### config.mk
export PLATFORM = sky130hd
export DESIGN_NAME = decode_pipe_stage
export DESIGN_NICKNAME = d
export VERILOG_FILES = /design/src/rtl/decode_pkg.sv /design/src/rtl/decode_controller.sv /design/src/rtl/decode_extend.sv /design/src/rtl/decode_pipe_stage_regfile.sv /design/src/rtl/decode_pipe_stage.sv
export SDC_FILE = /design/constraint.sdc
export NUM_CORES = 2
export LEC_CHECK = 0
export BUFFER_PORTS_ARGS = -buffer_cell sky130_fd_sc_hd__buf_2
export CAP_MARGIN = 25
export CORE_MARGIN = 2
export CORE_UTILIZATION = 34
export CTS_BUF_LIST = sky130_fd_sc_hd__clkbuf_4 sky130_fd_sc_hd__clkbuf_8
export CTS_CLUSTER_DIAMETER = 60
export DETAILED_ROUTE_END_ITERATION = 8
export GPL_ROUTABILITY_DRIVEN = 0
export PLACE_DENSITY = 0.6
export SLEW_MARGIN = 20
export SYNTH_ARGS = -nofsm -noshare
export SYNTH_HDL_FRONTEND = slang
export SYNTH_HIERARCHICAL = 1
export SYNTH_SLANG_ARGS = --single-unit
### constraint.sdc
create_clock -name clk -period 6.2 [get_ports clk]
set_input_delay 0.31 -clock clk [delete_from_list [all_inputs] [get_ports clk]]
set_output_delay 0.31 -clock clk [all_outputs]
set_load 0.01 [all_outputs]
### src/rtl/decode_pkg.sv
// Shared decode definitions: opcodes, immediate/ALU encodings and the ID/EX control bundle.
// Used by decode_pipe_stage and its sub-units.
package decode_pkg;

  localparam logic [6:0] OP_R      = 7'b0110011;
  localparam logic [6:0] OP_I_ALU  = 7'b0010011;
  localparam logic [6:0] OP_LOAD   = 7'b0000011;
  localparam logic [6:0] OP_STORE  = 7'b0100011;
  localparam logic [6:0] OP_BRANCH = 7'b1100011;

  typedef enum logic [1:0] {
    IMM_I = 2'b00,
    IMM_S = 2'b01,
    IMM_B = 2'b10
  } imm_src_t;

  typedef enum logic [2:0] {
    ALU_ADD = 3'b000,
    ALU_SUB = 3'b001,
    ALU_AND = 3'b010,
    ALU_OR  = 3'b011,
    ALU_SLT = 3'b101
  } alu_ctrl_t;

  typedef enum logic [1:0] {
    ALUOP_ADD   = 2'b00,
    ALUOP_SUB   = 2'b01,
    ALUOP_FUNCT = 2'b10
  } alu_op_t;

  // Control half of the ID/EX register; XLEN-wide data fields live in the top.
  typedef struct packed {
    logic       valid;
    logic       reg_write;
    logic       alu_src;
    logic       mem_write;
    logic       result_src;
    logic       branch;
    logic [2:0] alu_control;
  } id_ex_t;

  function automatic logic uses_rs2(input logic [6:0] op);
    return (op == OP_R) || (op == OP_STORE) || (op == OP_BRANCH);
  endfunction

endpackage

### src/rtl/decode_controller.sv
// Main and ALU control decoder for the lw/sw/R/I-ALU/beq subset.
module decode_controller
  import decode_pkg::*;
(
  input  logic [6:0] op,
  input  logic [2:0] funct3,
  input  logic       funct7_5,
  output logic       reg_write,
  output imm_src_t   imm_src,
  output logic       alu_src,
  output logic       mem_write,
  output logic       result_src,
  output logic       branch,
  output logic [2:0] alu_control
);

  alu_op_t alu_op;

  always_comb begin
    reg_write  = 1'b0;
    imm_src    = IMM_I;
    alu_src    = 1'b0;
    mem_write  = 1'b0;
    result_src = 1'b0;
    branch     = 1'b0;
    alu_op     = ALUOP_ADD;
    case (op)
      OP_LOAD: begin
        reg_write  = 1'b1;
        alu_src    = 1'b1;
        result_src = 1'b1;
      end
      OP_STORE: begin
        imm_src   = IMM_S;
        alu_src   = 1'b1;
        mem_write = 1'b1;
      end
      OP_R: begin
        reg_write = 1'b1;
        alu_op    = ALUOP_FUNCT;
      end
      OP_I_ALU: begin
        reg_write = 1'b1;
        alu_src   = 1'b1;
        alu_op    = ALUOP_FUNCT;
      end
      OP_BRANCH: begin
        imm_src = IMM_B;
        branch  = 1'b1;
        alu_op  = ALUOP_SUB;
      end
      default: ;
    endcase
  end

  // Subtract only for R-type funct7[5]; addi shares funct3 000 but never subtracts.
  always_comb begin
    alu_control = ALU_ADD;
    case (alu_op)
      ALUOP_SUB: alu_control = ALU_SUB;
      ALUOP_FUNCT: begin
        case (funct3)
          3'b000:  alu_control = (op[5] && funct7_5) ? ALU_SUB : ALU_ADD;
          3'b010:  alu_control = ALU_SLT;
          3'b110:  alu_control = ALU_OR;
          3'b111:  alu_control = ALU_AND;
          default: alu_control = ALU_ADD;
        endcase
      end
      default: alu_control = ALU_ADD;
    endcase
  end

endmodule

### src/rtl/decode_extend.sv
// Sign-extension unit for I, S and B immediates; hi = instr[31:20], lo = instr[11:7].
module decode_extend
  import decode_pkg::*;
#(
  parameter int XLEN = 32
) (
  input  logic [11:0]     hi,
  input  logic [4:0]      lo,
  input  imm_src_t        imm_src,
  output logic [XLEN-1:0] imm_ext
);

  always_comb begin
    imm_ext = '0;
    case (imm_src)
      IMM_I:   imm_ext = {{(XLEN-12){hi[11]}}, hi};
      IMM_S:   imm_ext = {{(XLEN-12){hi[11]}}, hi[11:5], lo};
      IMM_B:   imm_ext = {{(XLEN-12){hi[11]}}, lo[0], hi[10:5], lo[4:1], 1'b0};
      default: imm_ext = '0;
    endcase
  end

endmodule

### src/rtl/decode_pipe_stage_regfile.sv
// decode_regfile: NREGS x XLEN register file, x0 hard-wired to zero, cleared on reset.
// Define DECODE_BYPASS_EN to forward a same-cycle writeback onto the read ports.
module decode_regfile #(
  parameter  int XLEN  = 32,
  parameter  int NREGS = 32,
  localparam int RA_W  = $clog2(NREGS)
) (
  input  logic            clk,
  input  logic            rst,
  input  logic [RA_W-1:0] a1,
  input  logic [RA_W-1:0] a2,
  input  logic            we,
  input  logic [RA_W-1:0] wa,
  input  logic [XLEN-1:0] wd,
  output logic [XLEN-1:0] rd1,
  output logic [XLEN-1:0] rd2
);

  logic [XLEN-1:0] regs [NREGS];
  logic            wr_active;

  assign wr_active = we && (wa != '0);

  always_ff @(posedge clk) begin
    if (!rst) begin
      for (int i = 0; i < NREGS; i++) regs[i] <= '0;
    end else if (wr_active) begin
      regs[wa] <= wd;
    end
  end

  always_comb begin
    rd1 = (a1 == '0) ? '0 : regs[a1];
    rd2 = (a2 == '0) ? '0 : regs[a2];
`ifdef DECODE_BYPASS_EN
    if (wr_active && (wa == a1)) rd1 = wd;
    if (wr_active && (wa == a2)) rd2 = wd;
`endif
  end

endmodule

### src/rtl/decode_pipe_stage.sv
// RISC-V decode stage with register file, load-use hazard detect and ID/EX register.
// Optional DECODE_BYPASS_EN enables writeback-to-decode forwarding in the register file.
module decode_pipe_stage
  import decode_pkg::*;
#(
  parameter  int XLEN  = 32,
  parameter  int NREGS = 32,
  localparam int RA_W  = $clog2(NREGS)
) (
  input  logic            clk,
  input  logic            rst,
  input  logic [31:0]     instr_d,
  input  logic [XLEN-1:0] pc_d,
  input  logic [XLEN-1:0] pc_plus4_d,
  input  logic            valid_d,
  input  logic            reg_write_w,
  input  logic [RA_W-1:0] rd_w,
  input  logic [XLEN-1:0] result_w,
  input  logic            hold_e,
  input  logic            flush_e,
  output logic            hazard_o,
  output logic            valid_e,
  output logic            reg_write_e,
  output logic            alu_src_e,
  output logic            mem_write_e,
  output logic            result_src_e,
  output logic            branch_e,
  output logic [2:0]      alu_control_e,
  output logic [XLEN-1:0] rd1_e,
  output logic [XLEN-1:0] rd2_e,
  output logic [XLEN-1:0] imm_ext_e,
  output logic [XLEN-1:0] pc_e,
  output logic [XLEN-1:0] pc_plus4_e,
  output logic [RA_W-1:0] rs1_e,
  output logic [RA_W-1:0] rs2_e,
  output logic [RA_W-1:0] rd_e
);

  logic [6:0]      op;
  logic [RA_W-1:0] rs1, rs2, rd;
  logic            reg_write_d, alu_src_d, mem_write_d, result_src_d, branch_d;
  logic [2:0]      alu_control_d;
  imm_src_t        imm_src_d;
  logic [XLEN-1:0] imm_ext_d, rd1_d, rd2_d;

  id_ex_t          ctrl_d, ctrl_q;
  logic [XLEN-1:0] rd1_q, rd2_q, imm_q, pc_q, pc_plus4_q;
  logic [RA_W-1:0] rs1_q, rs2_q, rd_q;

  assign op  = instr_d[6:0];
  assign rs1 = instr_d[15 +: RA_W];
  assign rs2 = instr_d[20 +: RA_W];
  assign rd  = instr_d[7 +: RA_W];

  decode_controller u_ctrl (
    .op          (op),
    .funct3      (instr_d[14:12]),
    .funct7_5    (instr_d[30]),
    .reg_write   (reg_write_d),
    .imm_src     (imm_src_d),
    .alu_src     (alu_src_d),
    .mem_write   (mem_write_d),
    .result_src  (result_src_d),
    .branch      (branch_d),
    .alu_control (alu_control_d)
  );

  decode_extend #(.XLEN(XLEN)) u_ext (
    .hi      (instr_d[31:20]),
    .lo      (instr_d[11:7]),
    .imm_src (imm_src_d),
    .imm_ext (imm_ext_d)
  );

  decode_regfile #(.XLEN(XLEN), .NREGS(NREGS)) u_rf (
    .clk (clk),
    .rst (rst),
    .a1  (rs1),
    .a2  (rs2),
    .we  (reg_write_w),
    .wa  (rd_w),
    .wd  (result_w),
    .rd1 (rd1_d),
    .rd2 (rd2_d)
  );

  // A load in EX whose destination feeds this instruction must wait one cycle.
  assign hazard_o = ctrl_q.valid && ctrl_q.reg_write && ctrl_q.result_src &&
                    (rd_q != '0) && valid_d &&
                    ((rd_q == rs1) || ((rd_q == rs2) && uses_rs2(op)));

  always_comb begin
    ctrl_d = '0;
    if (valid_d) begin
      ctrl_d.valid       = 1'b1;
      ctrl_d.reg_write   = reg_write_d;
      ctrl_d.alu_src     = alu_src_d;
      ctrl_d.mem_write   = mem_write_d;
      ctrl_d.result_src  = result_src_d;
      ctrl_d.branch      = branch_d;
      ctrl_d.alu_control = alu_control_d;
    end
  end

  always_ff @(posedge clk) begin
    if (!rst || flush_e || (!hold_e && hazard_o)) begin
      ctrl_q     <= '0;
      rd1_q      <= '0;
      rd2_q      <= '0;
      imm_q      <= '0;
      pc_q       <= '0;
      pc_plus4_q <= '0;
      rs1_q      <= '0;
      rs2_q      <= '0;
      rd_q       <= '0;
    end else if (!hold_e) begin
      ctrl_q     <= ctrl_d;
      rd1_q      <= rd1_d;
      rd2_q      <= rd2_d;
      imm_q      <= imm_ext_d;
      pc_q       <= pc_d;
      pc_plus4_q <= pc_plus4_d;
      rs1_q      <= rs1;
      rs2_q      <= rs2;
      rd_q       <= rd;
    end
  end

  assign valid_e       = ctrl_q.valid;
  assign reg_write_e   = ctrl_q.reg_write;
  assign alu_src_e     = ctrl_q.alu_src;
  assign mem_write_e   = ctrl_q.mem_write;
  assign result_src_e  = ctrl_q.result_src;
  assign branch_e      = ctrl_q.branch;
  assign alu_control_e = ctrl_q.alu_control;
  assign rd1_e         = rd1_q;
  assign rd2_e         = rd2_q;
  assign imm_ext_e     = imm_q;
  assign pc_e          = pc_q;
  assign pc_plus4_e    = pc_plus4_q;
  assign rs1_e         = rs1_q;
  assign rs2_e         = rs2_q;
  assign rd_e          = rd_q;

endmodule
# [Word level (Yosys, flattened, before mapping)]
# Memory sizes are Yosys's and may differ from the RTL's.
# Cells that the tools add are included.
[totals] wordCells=77 reg_bits=184 mem_bits_rw=1024 memories=1
[memory_table] memory="u_rf.regs" words=32 width=32 rd=2 rd_clocked_by_memory_dff=0 wr=32 line="decode_pipe_stage_regfile.sv:19" source="logic [XLEN-1:0] regs [NREGS];"
[op_classes] n_eq_ne=14 n_mux=21 n_reduce_logical=26
[op_table] op="$mux W32" n=3
[op_table] op="$pmux W32 S3" n=1
[op_table] op="$reduce_or A32 Y1" n=1
[op_table] op="$eq A7 B6 Y1 const B" n=2
[op_table] op="$pmux W3 S4" n=1
[op_table] op="$mux W1" n=11
[op_table] op="$eq A5 B5 Y1" n=2
[op_table] op="$logic_not A5 Y1" n=2
[op_table] op="$reduce_bool A5 Y1" n=2
[op_table] op="$logic_and A1 B1 Y1" n=9
[op_table] op="$mux W9" n=1
[op_table] op="$pmux W2 S2" n=2
[op_table] op="$eq A7 B2 Y1 const B" n=1
[op_table] op="$eq A7 B5 Y1 const B" n=1
[op_table] op="$eq A7 B7 Y1 const B" n=1
[op_table] op="$eq A3 B3 Y1 const B" n=2
[op_table] op="$pmux W3 S2" n=1
[op_table] op="$reduce_or A3 Y1" n=2
[op_table] op="$logic_or A1 B1 Y1" n=5
[op_table] op="$mux W5" n=1
[op_table] op="$eq A2 B1 Y1 const B" n=2
[op_table] op="$eq A2 B2 Y1 const B" n=2
[op_table] op="$eq A3 B2 Y1 const B" n=1
[op_table] op="$logic_not A3 Y1" n=1
[op_table] op="other kinds (3)" n=4

# [Longest topological paths before layout]
[depth] word_depth=8 depth_mapped=11 ltp_nobuf=9

# [By module]
# The synthesis kept the hierarchy.
[modules_own_cells] module="decode_regfile" n_inst=1 area_each_um2=54204.5 cells_per_inst=3509 seq_area_each_um2=30749.5
[modules_own_cells] module="decode_pipe_stage" n_inst=1 area_each_um2=6442.4 cells_per_inst=821 seq_area_each_um2=3683.5
[modules_own_cells] module="decode_extend" n_inst=1 area_each_um2=326.6 cells_per_inst=43 seq_area_each_um2=0.0
[modules_own_cells] module="decode_controller" n_inst=1 area_each_um2=163.9 cells_per_inst=24 seq_area_each_um2=0.0

# [Worst setup path after synthesis]
# Ideal clock, no wire load.
[synth_path] path_kind="in2reg" from="input rst" to="memory u_rf.regs[24][0], enable pin" setup_ps=466 cell_stages=5 slack_ps=2354 required_ps=5734 arrival_ps=3380 path_cell_list="buf_2 nand2_1 or3_1 clkbuf_1 o21ai_0"
[synth_rtl] item="start: declaration" line="decode_pipe_stage.sv:11" source="input logic rst,"
[synth_rtl] item="end: declaration" line="decode_pipe_stage_regfile.sv:19"

# [Worst setup path in the final report]
[layout_path] from="input instr_d[24]" to="output hazard_o"
[layout_via] elab_chain_cells=4
[layout_lines] item="start: declaration" line="decode_pipe_stage.sv:12" source="input logic [31:0] instr_d,"
[layout_lines] item="$eq A5 B5 Y1" line="decode_pipe_stage.sv:90" source="((rd_q == rs1) || ((rd_q == rs2) && uses_rs2(op)));"
[layout_lines] item="$logic_and A1 B1 Y1" line="decode_pipe_stage.sv:90"
[layout_lines] item="$logic_or A1 B1 Y1" line="decode_pipe_stage.sv:90"
[layout_lines] item="$logic_and A1 B1 Y1" line="decode_pipe_stage.sv:89" source="(rd_q != '0) && valid_d &&"
[layout_lines] item="end: declaration" line="decode_pipe_stage.sv:21" source="output logic hazard_o,"
# Every way passes these cells.

==> impl_metrics.json <==
{
  "slew_viol_final": 0,
  "crit_top_cell": "buf_4",
  "cts_setup_buffers": 0,
  "clkSinkCount": 1208,
  "period_share_pct": 62.8,
  "syn_to_final_growth_pct": 15.7,
  "ys_seq_area_share_pct": 56.3,
  "worstPathArrival_ns": 3.58,
  "synth_edf_count": 1024,
  "cp_slowest_stage_delay_ns": 0.75,
  "path_cells": "dlygate4sd3_1, buf_4, xor2_1, a2111oi_2, nand4_1, a211oi_4, buf_4, buf_2",
  "post_drt_via_cell_ratio": 5.67,
  "leakage_uw": 0.0249,
  "max_slew_margin_pct": 10.9,
  "yosysWarnings": 6,
  "crit_path_end_kind": "output port",
  "cts_tree": "built",
  "setup_violations": 0,
  "syn_inst": 4397,
  "htreeDepth": 4,
  "drt-initial-drc-count": 4571,
  "critPathKind": "input port to output port",
  "first_pass_iters": 7,
  "dieArea_um2": 183000,
  "synth_ff_type": "edfxtp_1",
  "via_count": 41200,
  "r2r_setup_slack_ns": 2.84,
  "coreArea_um2": 179000,
  "placementRows": 155,
  "ys_ff_latch": 1208,
  "cp_top_family": "buffers and inverters",
  "worstSkewPairLatency_ns": 0.95,
  "rsz0062_at_grt": "no",
  "dieWidth_um": 428,
  "nets": 4874,
  "ant_nets": 0,
  "routedWlPerCell_um": 29.8,
  "final_layout_size_suffix_gt1_share_pct": 27.9,
  "yosys.area.top_type": "edfxtp_1",
  "clkSlewWorstSetupHoldPaths_ns": 0.07,
  "synthArstFlopShare_pct": 0,
  "hold_buffers": 129,
  "synthTopCellsByCount": "edfxtp_1 (1024), and2_1 (1006), mux4_2 (470)",
  "fmax_ghz": 0.257,
  "synthDistinctLibCells": 58,
  "synth_top_area_share_pct": 50.3,
  "numCtsBuffers": 202,
  "grt_pass1_vias": 41800,
  "antenna_found_initial": 10,
  "fin_worst_skew_ns": 0.0596,
  "ctsResizeCount": 0,
  "synth_area_um2": 61100,
  "hold_ws_ns": 0.0670,
  "grt_pass1_wl_um": 306000,
  "routed_wl_um": 217000,
  "hpwl_um": 131000,
  "drc_errors": 0,
  "vdd_drop_max_mv": 0.228,
  "cts_buffer_depth": 3,
  "grt.total_usage_pct": 23.1,
  "grt_overflow_total": 0,
  "root_buffer": "clkbuf_8",
  "period_needed_ns": 3.89,
  "hp-class": "input port to flop",
  "cp_slowest_cell": "buf_4",
  "synth_area_leaders": "edfxtp_1 (50%), mux4_2 (17%), and2_1 (10%)",
  "die_h_um": 428,
  "path_buf_inv": 4,
  "syn_area_per_cell_um2": 13.9,
  "initial_core_util_pct": 34.2,
  "cp_max_fo": 66,
  "status": "finished clean",
  "yosysMostFrequentCell": "edfxtp_1",
  "portBuffers": 323,
  "required_ns": 5.89,
  "finalHoldViolCount": 0,
  "worst_pin_slew_ns": 1.34,
  "maxCapViolations": 0,
  "finalSetupTns_ns": 0,
  "io_pins": 324,
  "powerDensity_nw_per_um2": 266,
  "grt_max_degree": 185,
  "crit_path_start_kind": "input port"
}
-- flip-flops by register name, summed over array words and instances (netlist names) --
signal and flops:
imm_ext_e 32, alu_src_e 1, rd1_e 32, result_src_e 1
pc_e 32, rs2_e 5, rs1_e 5, u_rf/regs 1024
rd_e 5, alu_control_e 3, rd2_e 32, mem_write_e 1
pc_plus4_e 32, valid_e 1, reg_write_e 1, branch_e 1
-- layout by cell type, fill, tap and decap left out, types with 27 or more instances in the layout --
| master | n |
|---|---|
| clkinv_2 | 34 |
| clkinv_1 | 37 |
| o21ai_4 | 31 |
| dfxtp_1 | 184 |
| conb_1 | 32 |
| nor3_1 | 57 |
| o22ai_1 | 79 |
| mux4_2 | 470 |
| clkbuf_4 | 70 |
| o221ai_1 | 27 |
| dlygate4sd3_1 | 129 |
| edfxtp_1 | 1024 |
| a211oi_1 | 34 |
| mux2i_1 | 159 |
| and2_1 | 1005 |
| buf_4 | 100 |
| o21ai_0 | 170 |
| clkbuf_8 | 219 |
| mux2_2 | 30 |
| nand2_1 | 373 |
| buf_2 | 315 |
| a22o_1 | 51 |
-- where the power goes --
part	internal, uW	switching (uW)
registers	9230	247
logic	908	1250
clock network	3770	3410
total	13900	4910
-- per-stage QoR --
| step | util, % | instances | area [um^2] | total power (uW) | setup WS (ns) |
|---|---|---|---|---|---|
| 2_1_floorplan | - | 4428 | 61300 | 10900 | 2.35 |
| 3_3_place_gp | 36.5 | 6746 | 65200 | 11700 | 2.41 |
| 3_5_place_dp | 36.6 | 6754 | 65400 | 11700 | 2.42 |
| 4_1_cts | 39.6 | 7261 | 70700 | 18900 | 2.32 |
| 5_1_grt | 39.6 | 7264 | 70700 | 19400 | 2.23 |
| 6_report | 39.6 | 7269 | 70700 | 18800 | 2.31 |
-- logic make-up (layout without fill, tap and decap cells) --
| logic type | count (synthesis) | after routing | share of synthesized area (%) |
|---|---|---|---|
| adder cells (fa/ha/maj) | 2 | 2 | 0.0409 |
| XOR/XNOR | 10 | 10 | 0.143 |
| flip-flops | 1208 | 1208 | 56.3 |
| buffers and inverters | 475 | 954 | 3.67 |
| AO/OA/AOI/OAI | 486 | 486 | 5.17 |
| multiplexers | 659 | 659 | 20.5 |
| AND/OR/NAND/NOR | 1556 | 1556 | 14.2 |
| other | 1 | 39 | 0.00613 |
-- final cells by class --
cell class | instances | area (um^2)
Clock buffer | 289 | 3540
Clock inverter | 89 | 512
Antenna cell | 7 | 17.5
Tap cell | 2355 | 2950
Inverter | 4 | 15.0
Multi-Input combinational cell | 2745 | 25100
Sequential cell | 1208 | 34400
Fill cell | 16400 | 108000
Timing Repair Buffer | 572 | 4170
-- final timing paths --
| path | depth (start not counted) | from | endpoint |
|---|---|---|---|
| worst max-delay path | 8 | instr_d[24] | hazard_o |
| worst min-delay path | 2 | result_w[30] | u_rf/regs[3][30]$_SDFFCE_PN0P_ |
| worst max register to register | 7 | rd_e[1]$_SDFFE_PP0N_ | pc_plus4_e[27]$_SDFFE_PP0N_ |
| worst min register to register | 2 | imm_ext_e[27]$_SDFFE_PP0N_ | imm_ext_e[27]$_SDFFE_PP0N_ |
-- routing by layer --
metal	track usage (%)	up-vias	part of all wire (%)
met3	4.50	499	8.2
met4	12.2	2	5.6
met5	0	-	0.0060
met1	29.1	21200	39
li1	-	17200	-
met2	37.7	2383	48
Note: power is estimated with default switching activity, not from simulation.
